### config.mk
export PLATFORM = sky130hd
export DESIGN_NAME = mem_arbiter
export DESIGN_NICKNAME = d
export VERILOG_FILES = /design/src/rtl/mem_arb_pkg.sv /design/src/rtl/arb_pick.sv /design/src/rtl/mem_arbiter.sv
export SDC_FILE = /design/constraint.sdc
export NUM_CORES = 1
export LEC_CHECK = 0
export BUFFER_PORTS_ARGS = -buffer_cell sky130_fd_sc_hd__buf_2
export CORE_MARGIN = 2
export CORE_UTILIZATION = 35
export CTS_BUF_LIST = sky130_fd_sc_hd__clkbuf_4 sky130_fd_sc_hd__clkbuf_8 sky130_fd_sc_hd__clkbuf_16
export CTS_CLUSTER_SIZE = 14
export DETAILED_ROUTE_END_ITERATION = 7
export PLACE_DENSITY_LB_ADDON = 0.25
export SLEW_MARGIN = 0
export SYNTH_ARGS = -nofsm -noshare
export SYNTH_HDL_FRONTEND = slang
export SYNTH_SLANG_ARGS = --single-unit
export TNS_END_PERCENT = 100
### constraint.sdc
create_clock -name clk -period 2.3 [get_ports clk]
set_input_delay 0.115 -clock clk [delete_from_list [all_inputs] [get_ports clk]]
set_output_delay 0.115 -clock clk [all_outputs]
set_load 0.1 [all_outputs]
### src/rtl/mem_arb_pkg.sv
// Shared types for the program/data RAM arbiter: command codes, lock FSM
// states and the read-return owner tag.
package mem_arb_pkg;

  typedef enum logic [1:0] {
    MNONE  = 2'b00,
    MREAD  = 2'b01,
    MWRITE = 2'b10
  } mem_cmd_t;

  typedef enum logic [1:0] {
    OPEN,
    LOCKED,
    YIELD
  } lock_state_t;

  typedef enum logic [1:0] {
    NONE,
    CPU,
    LDR
  } owner_t;

  // Code 2'b11 is reserved and behaves as MNONE.
  function automatic logic is_req(input logic [1:0] cmd);
    return (cmd == 2'(MREAD)) || (cmd == 2'(MWRITE));
  endfunction

endpackage

### src/rtl/arb_pick.sv
// Combinational two-way picker: fixed priority (port 0 wins) or round-robin
// toward the port not granted most recently, with per-port block mask.
module arb_pick (
  input  logic i_req0,
  input  logic i_req1,
  input  logic i_rr_en,
  input  logic i_last1,
  input  logic i_block0,
  input  logic i_block1,
  output logic o_gnt0,
  output logic o_gnt1
);

  logic w_r0;
  logic w_r1;

  always_comb begin
    w_r0   = i_req0 && !i_block0;
    w_r1   = i_req1 && !i_block1;
    o_gnt0 = 1'b0;
    o_gnt1 = 1'b0;
    if (w_r0 && w_r1) begin
      if (i_rr_en && !i_last1) o_gnt1 = 1'b1;
      else                     o_gnt0 = 1'b1;
    end else begin
      o_gnt0 = w_r0;
      o_gnt1 = w_r1;
    end
  end

endmodule

### src/rtl/mem_arbiter.sv
// Arbitrates the single-port RAM between CPU (port 0) and loader (port 1),
// with bounded loader lock and range checking. Optional: MEM_ARB_STATS_EN.
module mem_arbiter
  import mem_arb_pkg::*;
#(
  parameter int ADDR_W    = 9,
  parameter int DATA_W    = 16,
  parameter int MEM_WORDS = 256,
  parameter int RR_EN     = 0,
  parameter int LOCK_MAX  = 64
) (
  input  logic                         clk,
  input  logic                         reset,
  input  logic [1:0]                   cpu_cmd,
  input  logic [ADDR_W-1:0]            cpu_addr,
  input  logic [DATA_W-1:0]            cpu_wdata,
  output logic                         cpu_gnt,
  output logic                         cpu_rvalid,
  output logic [DATA_W-1:0]            cpu_rdata,
  input  logic [1:0]                   ldr_cmd,
  input  logic [ADDR_W-1:0]            ldr_addr,
  input  logic [DATA_W-1:0]            ldr_wdata,
  input  logic                         ldr_lock,
  output logic                         ldr_gnt,
  output logic                         ldr_rvalid,
  output logic [DATA_W-1:0]            ldr_rdata,
  output logic [$clog2(MEM_WORDS)-1:0] ram_addr,
  output logic                         ram_we,
  output logic [DATA_W-1:0]            ram_wdata,
  input  logic [DATA_W-1:0]            ram_rdata,
  output logic                         err
`ifdef MEM_ARB_STATS_EN
  ,
  output logic [15:0]                  stat_cpu_gnts,
  output logic [15:0]                  stat_ldr_gnts,
  output logic [15:0]                  stat_conflicts
`endif
);

  localparam int RAM_AW = $clog2(MEM_WORDS);
  localparam int CNT_W  = $clog2(LOCK_MAX + 1);
  localparam logic [CNT_W-1:0] CNT_SAT = CNT_W'(LOCK_MAX);
  localparam logic [CNT_W-1:0] CNT_YLD = CNT_W'(LOCK_MAX - 1);

  lock_state_t        r_state;
  lock_state_t        w_state_nxt;
  logic [CNT_W-1:0]   r_lock_cnt;
  logic [CNT_W-1:0]   w_cnt_inc;
  logic               r_last_ldr;
  owner_t             r_owner;
  logic               r_rd_oor;
  logic               r_err;

  logic               w_cpu_req, w_ldr_req, w_cpu_oor, w_ldr_oor;
  logic               w_pick_cpu, w_pick_ldr, w_gnt_cpu, w_gnt_ldr;
  logic               w_block_cpu, w_rr_mode;
  logic [1:0]         w_sel_cmd;
  logic [ADDR_W-1:0]  w_sel_addr;
  logic [DATA_W-1:0]  w_sel_wdata;
  logic               w_sel_oor;
  logic               w_sel_read;

  assign w_cpu_req = is_req(cpu_cmd);
  assign w_ldr_req = is_req(ldr_cmd);
  assign w_cpu_oor = 32'(cpu_addr) >= 32'(MEM_WORDS);
  assign w_ldr_oor = 32'(ldr_addr) >= 32'(MEM_WORDS);

  always_ff @(posedge clk) begin
    if (reset) begin
      r_state    <= OPEN;
      r_lock_cnt <= '0;
    end else begin
      r_state    <= w_state_nxt;
      r_lock_cnt <= (r_state == LOCKED) ? w_cnt_inc : '0;
    end
  end

  // Forced release is judged on the post-increment count, so the loader holds
  // the bus for LOCK_MAX granted cycles including the one that took the lock.
  always_comb begin
    w_state_nxt = r_state;
    w_cnt_inc   = (r_lock_cnt == CNT_SAT) ? r_lock_cnt : r_lock_cnt + 1'b1;
    case (r_state)
      OPEN:    if (w_gnt_ldr && ldr_lock) w_state_nxt = LOCKED;
      LOCKED: begin
        if (!ldr_lock)                w_state_nxt = OPEN;
        else if (w_cnt_inc >= CNT_YLD) w_state_nxt = YIELD;
      end
      YIELD:   w_state_nxt = OPEN;
      default: w_state_nxt = OPEN;
    endcase
  end

  always_comb begin
    w_block_cpu = (r_state == LOCKED);
    w_rr_mode   = (RR_EN != 0) && (r_state == OPEN);
  end

  arb_pick u_pick (
    .i_req0   (w_cpu_req),
    .i_req1   (w_ldr_req),
    .i_rr_en  (w_rr_mode),
    .i_last1  (r_last_ldr),
    .i_block0 (w_block_cpu),
    .i_block1 (1'b0),
    .o_gnt0   (w_pick_cpu),
    .o_gnt1   (w_pick_ldr)
  );

  assign w_gnt_cpu = w_pick_cpu && !reset;
  assign w_gnt_ldr = w_pick_ldr && !reset;

  always_comb begin
    w_sel_cmd   = 2'(MNONE);
    w_sel_addr  = '0;
    w_sel_wdata = '0;
    w_sel_oor   = 1'b0;
    if (w_gnt_cpu) begin
      w_sel_cmd   = cpu_cmd;
      w_sel_addr  = cpu_addr;
      w_sel_wdata = cpu_wdata;
      w_sel_oor   = w_cpu_oor;
    end else if (w_gnt_ldr) begin
      w_sel_cmd   = ldr_cmd;
      w_sel_addr  = ldr_addr;
      w_sel_wdata = ldr_wdata;
      w_sel_oor   = w_ldr_oor;
    end
    w_sel_read = (w_sel_cmd == 2'(MREAD));
  end

  always_comb begin
    cpu_gnt    = w_gnt_cpu;
    ldr_gnt    = w_gnt_ldr;
    ram_we     = (w_sel_cmd == 2'(MWRITE)) && !w_sel_oor;
    ram_addr   = w_sel_oor ? '0 : w_sel_addr[RAM_AW-1:0];
    ram_wdata  = ram_we ? w_sel_wdata : '0;
    cpu_rvalid = !reset && (r_owner == CPU);
    ldr_rvalid = !reset && (r_owner == LDR);
    cpu_rdata  = (cpu_rvalid && !r_rd_oor) ? ram_rdata : '0;
    ldr_rdata  = (ldr_rvalid && !r_rd_oor) ? ram_rdata : '0;
    err        = r_err && !reset;
  end

  always_ff @(posedge clk) begin
    if (reset) begin
      r_owner    <= NONE;
      r_rd_oor   <= 1'b0;
      r_err      <= 1'b0;
      r_last_ldr <= 1'b1;
    end else begin
      r_owner  <= !w_sel_read ? NONE : (w_gnt_cpu ? CPU : LDR);
      r_rd_oor <= w_sel_oor;
      r_err    <= w_sel_oor;
      if (w_gnt_cpu)      r_last_ldr <= 1'b0;
      else if (w_gnt_ldr) r_last_ldr <= 1'b1;
    end
  end

`ifdef MEM_ARB_STATS_EN
  logic [15:0] r_stat_cpu, r_stat_ldr, r_stat_cfl;

  always_ff @(posedge clk) begin
    if (reset) begin
      r_stat_cpu <= '0;
      r_stat_ldr <= '0;
      r_stat_cfl <= '0;
    end else begin
      if (w_gnt_cpu && (r_stat_cpu != '1)) r_stat_cpu <= r_stat_cpu + 16'd1;
      if (w_gnt_ldr && (r_stat_ldr != '1)) r_stat_ldr <= r_stat_ldr + 16'd1;
      // A blocked loader in LOCKED/YIELD always coincides with a CPU request.
      if (w_cpu_req && w_ldr_req && (r_stat_cfl != '1)) r_stat_cfl <= r_stat_cfl + 16'd1;
    end
  end

  assign stat_cpu_gnts  = r_stat_cpu;
  assign stat_ldr_gnts  = r_stat_ldr;
  assign stat_conflicts = r_stat_cfl;
`endif

endmodule
Word-level counts from Yosys, hierarchy flattened
Cells that the tools add are included.

word-level totals
  flip-flop bits (word level) = 12
  output and inout bits = 62
  word-level logic and storage cells = 63

cells by class
  equality and inequality tests = 12
  $add $sub $neg = 1
  muxes and demuxes = 20
  reduce and logical (&&, ||, !) cells = 21
  $lt $le $gt $ge = 3
  bitwise logic cells = 2

operators by type and width
  cell                 number
  $mux 16              5
  $mux 8               3
  $ge 9x9->1 const B   2
  $mux 2               6
  $logic_and 1x1->1    11
  $eq 2x1->1 const B   5
  $eq 2x2->1 const B   4
  $add 7x1->7 const B  1
  $eq 7x7->1 const B   1
  $ge 7x6->1 const B   1
  $mux 7               1
  $logic_not 1->1      4
  $mux 1               4
  $pmux 2 s2           1
  $reduce_or 2->1      2
  $ne 3x3->1 const B   1
  $logic_not 2->1      1
  $logic_or 1x1->1     2
  $ne 2x2->1 const B   1
  $not 1->1            2
  $reduce_and 2->1     1

Logic depth before layout (Yosys ltp)
Gate-level depths: netlist (run 1).

  word-level depth = 11
  gate-level depth with buffers = 8
  mapped depth without buffers = 7

By module
Synthesis (run 1) repeated with hierarchy kept, for this count alone.

unflattened totals
  cells, all modules = 177
  area total of the unflattened synthesis = 1267.5 µm²

by module, submodules not included
  module       times used  cells each  area an instance (µm²)
  mem_arbiter  1           172         1234.9
  arb_pick     1           5           32.5

Worst setup path before layout (run 1)
No wires, ideal clock.

  kind = flip-flop to output port
  from = register r_owner[0]
  to = output cpu_rdata[10]
  arrival = 3.931 ns
  cell stages (with the launch flop) = 5
  setup slack = -1.746 ns
  path buffers = 1
  path through = dfxtp_1 > nor3b_1 > nor2b_1 > clkbuf_1 > and2_1

between the ends
  longest elaborated chain between the ends = 4

ends and longest elaborated chain
  what                      line                source
  start: declaration        mem_arbiter.sv:50   owner_t r_owner;
  start signal: assignment  mem_arbiter.sv:152  r_owner <= !w_sel_read ? NONE : (w_gnt_cpu ? CPU : LDR);
  $eq 2x1->1                mem_arbiter.sv:138  cpu_rvalid = !reset && (r_owner == CPU);
  $logic_and 1x1->1         mem_arbiter.sv:138
  named net cpu_rvalid      mem_arbiter.sv:18   output logic cpu_rvalid,
  $logic_and 1x1->1         mem_arbiter.sv:140  cpu_rdata = (cpu_rvalid && !r_rd_oor) ? ram_rdata : '0;
  $mux 16                   mem_arbiter.sv:140
  end: declaration          mem_arbiter.sv:19   output logic [DATA_W-1:0] cpu_rdata,

The timed path passes the listed nets, and every way through them passes these cells.

Worst setup path in the final report (run 1)
  from = register r_state[1]
  to = output ram_wdata[0]

between the ends
  longest elaborated chain between the ends = 11
  elaborated cells on any way between the ends = 18
  those cells by class = 2 x eq/ne; 9 x mux; 7 x reduce/logical

ends and longest elaborated chain
  what                                           line                source
  start: declaration                             mem_arbiter.sv:45   lock_state_t r_state;
  start signal: assignment                       mem_arbiter.sv:73   r_state <= w_state_nxt;
  $eq 2x1->1 *                                   mem_arbiter.sv:95   w_block_cpu = (r_state == LOCKED);
  $logic_not 1->1 *                              arb_pick.sv:18      w_r0 = i_req0 && !i_block0;
  $logic_and 1x1->1 *                            arb_pick.sv:18
  $logic_and 1x1->1                              arb_pick.sv:22      if (w_r0 && w_r1) begin
  $mux 1                                         arb_pick.sv:22
  $logic_and 1x1->1                              mem_arbiter.sv:111  assign w_gnt_ldr = w_pick_ldr && !reset;
  $mux 2 or $mux 1 (tied branches)               mem_arbiter.sv:123  end else if (w_gnt_ldr) begin
  $mux 2 or $mux 1 (tied branches)               mem_arbiter.sv:118  if (w_gnt_cpu) begin
  $eq 2x2->1 or $logic_not 1->1 (tied branches)  mem_arbiter.sv:135  ram_we = (w_sel_cmd == 2'(MWRITE)) && !w_sel_oor;
  $logic_and 1x1->1                              mem_arbiter.sv:135
  $mux 16 *                                      mem_arbiter.sv:137  ram_wdata = ram_we ? w_sel_wdata : '0;
  end: declaration                               mem_arbiter.sv:29   output logic [DATA_W-1:0] ram_wdata,

Mark *: on every way between the ends. The rest lies on a longest branch, timed or not.

==> results.yml, run 1 <==
sta:
  tightest_slew_ps: 503
  min_period_over_period_pct: 95.4
  hold_violations: 0
  maxSlewViolCount: 0
  slew_headroom_pct: 66.7
  fin_crit_ps: 2190
  setup_tns_ps: 0
  max_freq_mhz: 456
  worst_slack_ps: 107
  skew_ps: 3.82
  finalSetupViolations: 0
yosys:
  syn_nets: 242
  ys_types: 33
  yosysSeqAreaShare_pct: 18.9
  synth_top_area_share_pct: 18.9
  syn_area_per_cell_um2: 7.67
  syn_inst: 166
  synth_area_leaders: "dfxtp_1 (19%), and2_1 (17%), a22oi_1 (14%)"
  synthesis.area_um2: 1270
  yosys_warnings: 0
  synthArstFlopShare_pct: 0
  ys_seq_elements: 12
  synth_top_area_cell: "dfxtp_1"
  synthFlopType: "dfxtp_1"
  synth_edf_count: 0
placed_design:
  gp_congestion: 0.820
  io_buffers: 134
  hpwl_um: 3580
  place_ws_ps: 274
grt:
  grt_pass1_wl_um: 6570
  gr-total-overflow: 0
  track_usage_pct: 19.4
  grt_pass1_vias: 1577
  grt_start_max_net_pins: 35
  antenna_found_initial: 0
die:
  rows: 21
  die_h_um: 64.3
  core-area_um2: 3420
  ioPinCount: 135
  fp.dieW_um: 64.3
  start_util_pct: 37.3
  dieArea_um2: 4140
final_layout:
  fill_cells: 295
  drive_gt1_share_pct: 66.6
  layout.nets: 373
  n_antenna_cell: 0
  final_common_cell: "buf_2"
  final_cell_mix: "buf_2 (108), a22oi_1 (24), and2_4 (19)"
  areaGrowthSynthToFinish_pct: 84.1
setup_path:
  cp-startpoint: "r_state[1]$_SDFFE_PP0P_"
  cp-end-kind: "output port"
  start_kind: "register"
  worstReg2RegStart: "r_lock_cnt[0]$_SDFF_PP0_"
  r2r_slack_ps: 460
  worstSetupEndpoint: "ram_wdata[0]"
  crit_type: "reg2out"
  cp.arrival_ps: 2080
  cp_max_fo: 17
  reg2regPathDepth: 7
  r2r_end: "r_state[0]$_SDFFE_PP0P_"
  required_ps: 2180
power:
  powerDensity_nw_per_um2: 391
  ir_worst_vdd_uv: 280
  p_leak_nw: 1.15
clock_network:
  hold_buffers: 0
  clockBufferDepth: 2
  cts-root-buf: "clkbuf_4"
  cts_tree: "built"
  clock_sinks: 12
  clkTransAtPathRegs_ps: 70
  clkLatencyLatePin_ps: 280
  cts_buffers: 3
  cts_setup_buffers: 0
  cts_max_level: 1
detailed_routing:
  dr.first_iter.drc_count: 57
  dr.pass1.iters: 5
  finalWirelength_um: 4340
  post_drt_wl_per_cell_um: 12.7
  routed-wl-met3_um: 441
  drc: 0
  dr_total_vias: 1672
  vias_per_cell: 4.89
  met2WireLength_um: 2230
  wl_met1_um: 1570
  drtAntennaViolNets: 0
  highest_layer: "met4"
outcome:
  run_status: "finished clean"
job:
  drv_cap: 0
worst_hold_path:
  worstHoldPathType: "in2reg"
worst max-delay path: stages (launching register included):
cell and delay (ps):
dfxtp_1 330, nand2b_1 160, a211oi_2 340, a21oi_1 100
or2_1 220, buf_6 190, nor2_1 190, buf_6 260
state kept, by name, indices dropped and copies added (netlist names):
register    flops
r_lock_cnt      7
r_state         2
r_owner         2
r_err           1
repair_timing:
item	4_1_cts	5_1_grt
gates resized for setup	16	6
hold endpoints to repair	0	0
setup endpoints to repair	16	16
through the flow:
stage	power [mW]	util (%)	hold WS [ps]	instances	cell area [µm²]
CTS	0.918	68.0	53.0	342	2320
finish	0.917	68.6	61.1	342	2340
detailed placement	0.742	65.8	350	338	2250
global placement	0.738	65.8	352	338	2250
floorplan	0.598	-	237	166	1430
global route	0.949	68.6	76.3	342	2340
logic make-up after synthesis:
family                   synth area share [%]
flip-flops                               18.9
adder cells (fa/ha/maj)                  2.95
multiplexers                            0.786
buffers and inverters                    7.66
AO/OA/AOI/OAI                            22.2
AND/OR/NAND/NOR                          42.7
XOR/XNOR                                 4.81
report_power, final:
part | internal [mW] | switching (mW) | total [mW]
registers | 0.212 | 0.00529 | 0.217
logic | 0.163 | 0.364 | 0.527
clock network | 0.0964 | 0.0764 | 0.173
total | 0.472 | 0.445 | 0.917
per-layer routing:
metal	vias up	global-route usage [%]
met4	0	8.51
met3	11	5.63
met2	99	35.9
met1	730	20.0
met5	-	0
li1	832	-
cell usage after synthesis (4+ instances only):
cell type	n
and2_1	35
nand2b_1	4
xor2_1	4
nor2_1	12
a22oi_1	24
dfxtp_1	12
nand2_1	4
clkbuf_1	7
nor2b_1	7
inv_1	5
a21oi_1	11
nor2_4	9
final cells by class:
type | count | area [µm²] | area share (%)
Clock buffer | 4 | 36.3 | 1.55
Inverter | 5 | 18.8 | 0.800
Multi-Input combinational cell | 137 | 1090 | 46.7
Sequential cell | 12 | 240 | 10.2
Tap cell | 46 | 57.6 | 2.45
Timing Repair Buffer | 138 | 897 | 38.3
worst min-delay path by stage:
stage,endpoint,from,slack (ps),depth (start not counted)
after floorplan,r_owner[0]$_SDFF_PP0_,cpu_cmd[0],240,1
after global placement,r_owner[1]$_SDFF_PP0_,ldr_cmd[0],350,2
after detailed placement,r_owner[1]$_SDFF_PP0_,ldr_cmd[0],350,2
after CTS,r_owner[1]$_SDFF_PP0_,ldr_cmd[0],50,2
after global routing,r_owner[1]$_SDFF_PP0_,ldr_cmd[0],80,2
final,r_owner[1]$_SDFF_PP0_,ldr_cmd[0],60,2
(Power assumes the default switching activity.)
==> run 2: changes to the inputs <==
--- a/config.mk
+++ b/config.mk
@@ -9,6 +9,7 @@
 export CORE_MARGIN = 2
 export CORE_UTILIZATION = 35
 export CTS_BUF_LIST = sky130_fd_sc_hd__clkbuf_4 sky130_fd_sc_hd__clkbuf_8 sky130_fd_sc_hd__clkbuf_16
+export CTS_CLUSTER_DIAMETER = 40
 export CTS_CLUSTER_SIZE = 14
 export DETAILED_ROUTE_END_ITERATION = 7
 export PLACE_DENSITY_LB_ADDON = 0.25
==> constraint.sdc (replaced) <==
create_clock -name clk -period 2.3 [get_ports clk]
set_input_delay 0.345 -clock clk [delete_from_list [all_inputs] [get_ports clk]]
set_output_delay 0.345 -clock clk [all_outputs]
set_load 0.1 [all_outputs]
==> results.yml, run 2 <==
outcome:
  run_status: "did not finish"
  stop_stage: "global routing (5_1_grt)"
  error: "[ERROR DPL-0033] detailed placement checks failed during check placement."
yosys:
  syn_inst: 166
  ys_types: 33
  syn_nets: 242
  syn_area_per_cell_um2: 7.67
  synth_area_leaders: "dfxtp_1 (19%), and2_1 (17%), a22oi_1 (14%)"
  yosys_warnings: 0
  ys_seq_elements: 12
  synthArstFlopShare_pct: 0
  yosysMostFrequentCell: "and2_1"
  yosysSeqAreaShare_pct: 18.9
  yosys-top-cells-count: "and2_1 (35), a22oi_1 (24), dfxtp_1 (12), nor2_1 (12), a21oi_1 (11)"
  synth_top_area_cell: "dfxtp_1"
  synth_edf_count: 0
  synthesis.area_um2: 1270
  synth_top_area_share_pct: 18.9
  synthFlopType: "dfxtp_1"
sta:
  worst-ep-kind: "top-level output"
  worst_endpoint: "ram_wdata[6]"
clock_network:
  cts_max_level: 1
  clock_sinks: 12
  hold_buffers: 0
  clockBufferDepth: 2
  cts-root-buf: "clkbuf_4"
  cts_buffers: 3
die:
  fp.dieW_um: 64.3
  rows: 21
  ioPinCount: 135
  start_util_pct: 37.3
  die_h_um: 64.3
placed_design:
  hpwl_um: 5540
  io_buffers: 134
  gp_congestion: 0.793
grt:
  antenna_found_initial: 0
  grt_start_max_net_pins: 32
-- run 2: timing repair --
item                                    CTS
endpoints found under the setup margin   25
gates cloned                              1
pin swaps                                 4
resized for setup                        15
buffers inserted                          1
-- run 2: stage by stage --
| step | TNS [ps] | setup slack, ps | area [µm²] | util (%) | cells |
|---|---|---|---|---|---|
| 4_1_cts | 0 | 9.73 | 3230 | 94.6 | 345 |
| 3_5_place_dp | 0 | 31.0 | 3110 | 91.1 | 341 |
| 3_3_place_gp | 0 | 127 | 3110 | 91.1 | 341 |
| 2_1_floorplan | -3340 | -178 | 1540 | - | 166 |
-- run 2: cells by family after synthesis --
logic type                 share of synthesized area, %
AOI/OAI and AO/OA                                  22.2
buffers and inverters                              7.66
DFF                                                18.9
adders and majority gates                          2.95
muxes                                             0.786
xor gates and xnor gates                           4.81
and+or+nand+nor                                    42.7
==> run 3: changes to the inputs <==
--- a/config.mk
+++ b/config.mk
@@ -8,11 +8,8 @@
 export BUFFER_PORTS_ARGS = -buffer_cell sky130_fd_sc_hd__buf_2
 export CORE_MARGIN = 2
 export CORE_UTILIZATION = 35
-export CTS_BUF_LIST = sky130_fd_sc_hd__clkbuf_4 sky130_fd_sc_hd__clkbuf_8 sky130_fd_sc_hd__clkbuf_16
-export CTS_CLUSTER_DIAMETER = 40
-export CTS_CLUSTER_SIZE = 14
 export DETAILED_ROUTE_END_ITERATION = 7
-export PLACE_DENSITY_LB_ADDON = 0.25
+export PLACE_DENSITY_LB_ADDON = 0.15
 export SLEW_MARGIN = 0
 export SYNTH_ARGS = -nofsm -noshare
 export SYNTH_HDL_FRONTEND = slang
==> results.yml, run 3 <==
outcome:
  run_status: "did not finish"
  stop_stage: "global routing (5_1_grt)"
  error: "[ERROR DPL-0033] detailed placement checks failed during check placement."
clock_network:
  clockBufferDepth: 2
  cts_max_level: 1
  cts-root-buf: "clkbuf_4"
  clock_sinks: 12
  cts_buffers: 3
yosys:
  ys_seq_elements: 12
  yosysSeqAreaShare_pct: 18.9
  synthArstFlopShare_pct: 0
  ys_types: 33
  synth_top_area_cell: "dfxtp_1"
  synthFlopType: "dfxtp_1"
  synth_area_leaders: "dfxtp_1 (19%), and2_1 (17%), a22oi_1 (14%)"
  yosys_warnings: 0
  synthesis.area_um2: 1270
  synth_top_area_share_pct: 18.9
  syn_area_per_cell_um2: 7.67
  syn_nets: 242
  syn_inst: 166
  synth_edf_count: 0
  yosysMostFrequentCell: "and2_1"
  yosys-top-cells-count: "and2_1 (35), a22oi_1 (24), dfxtp_1 (12), nor2_1 (12), a21oi_1 (11)"
placed_design:
  dp_cells: 342
  hpwl_um: 5080
  io_buffers: 134
  gp_congestion: 0.874
grt:
  antenna_found_initial: 1
  grt_start_max_net_pins: 32
die:
  fp.dieW_um: 64.3
  ioPinCount: 135
  rows: 21
  die_h_um: 64.3
  start_util_pct: 37.3
sta:
  worst_endpoint: "ram_wdata[12]"
  worst-ep-kind: "top-level output"
[run 3: cell counts after synthesis]
No cell type changed its count.
[run 3: per-stage QoR]
stage / setup TNS (ps) / worst slack (ps) / hold WS (ps) / util, % / instance area [µm²]
after floorplan: -3340 / -178 / 457 / - / 1540
after global placement: 0 / 133 / 473 / 91.3 / 3120
after detailed placement: -26.4 / -15.3 / 538 / 91.3 / 3120
after CTS: 0 / 7.07 / 316 / 95.2 / 3250
[run 3: kinds of logic after synthesis]
group | count (synthesis) | synth area share (%)
compound gates | 41 | 22.2
xor+xnor | 7 | 4.81
fa+ha+maj | 3 | 2.95
buf+inv | 17 | 7.66
flops | 12 | 18.9
mux | 1 | 0.786
simple gates | 85 | 42.7
[run 3: repair_timing]
item,4_1_cts
buffers inserted,1
gates resized for setup,14
cloned,1
pin swaps,1
hold buffers,0
hold endpoints to repair,0
setup endpoints to repair,25
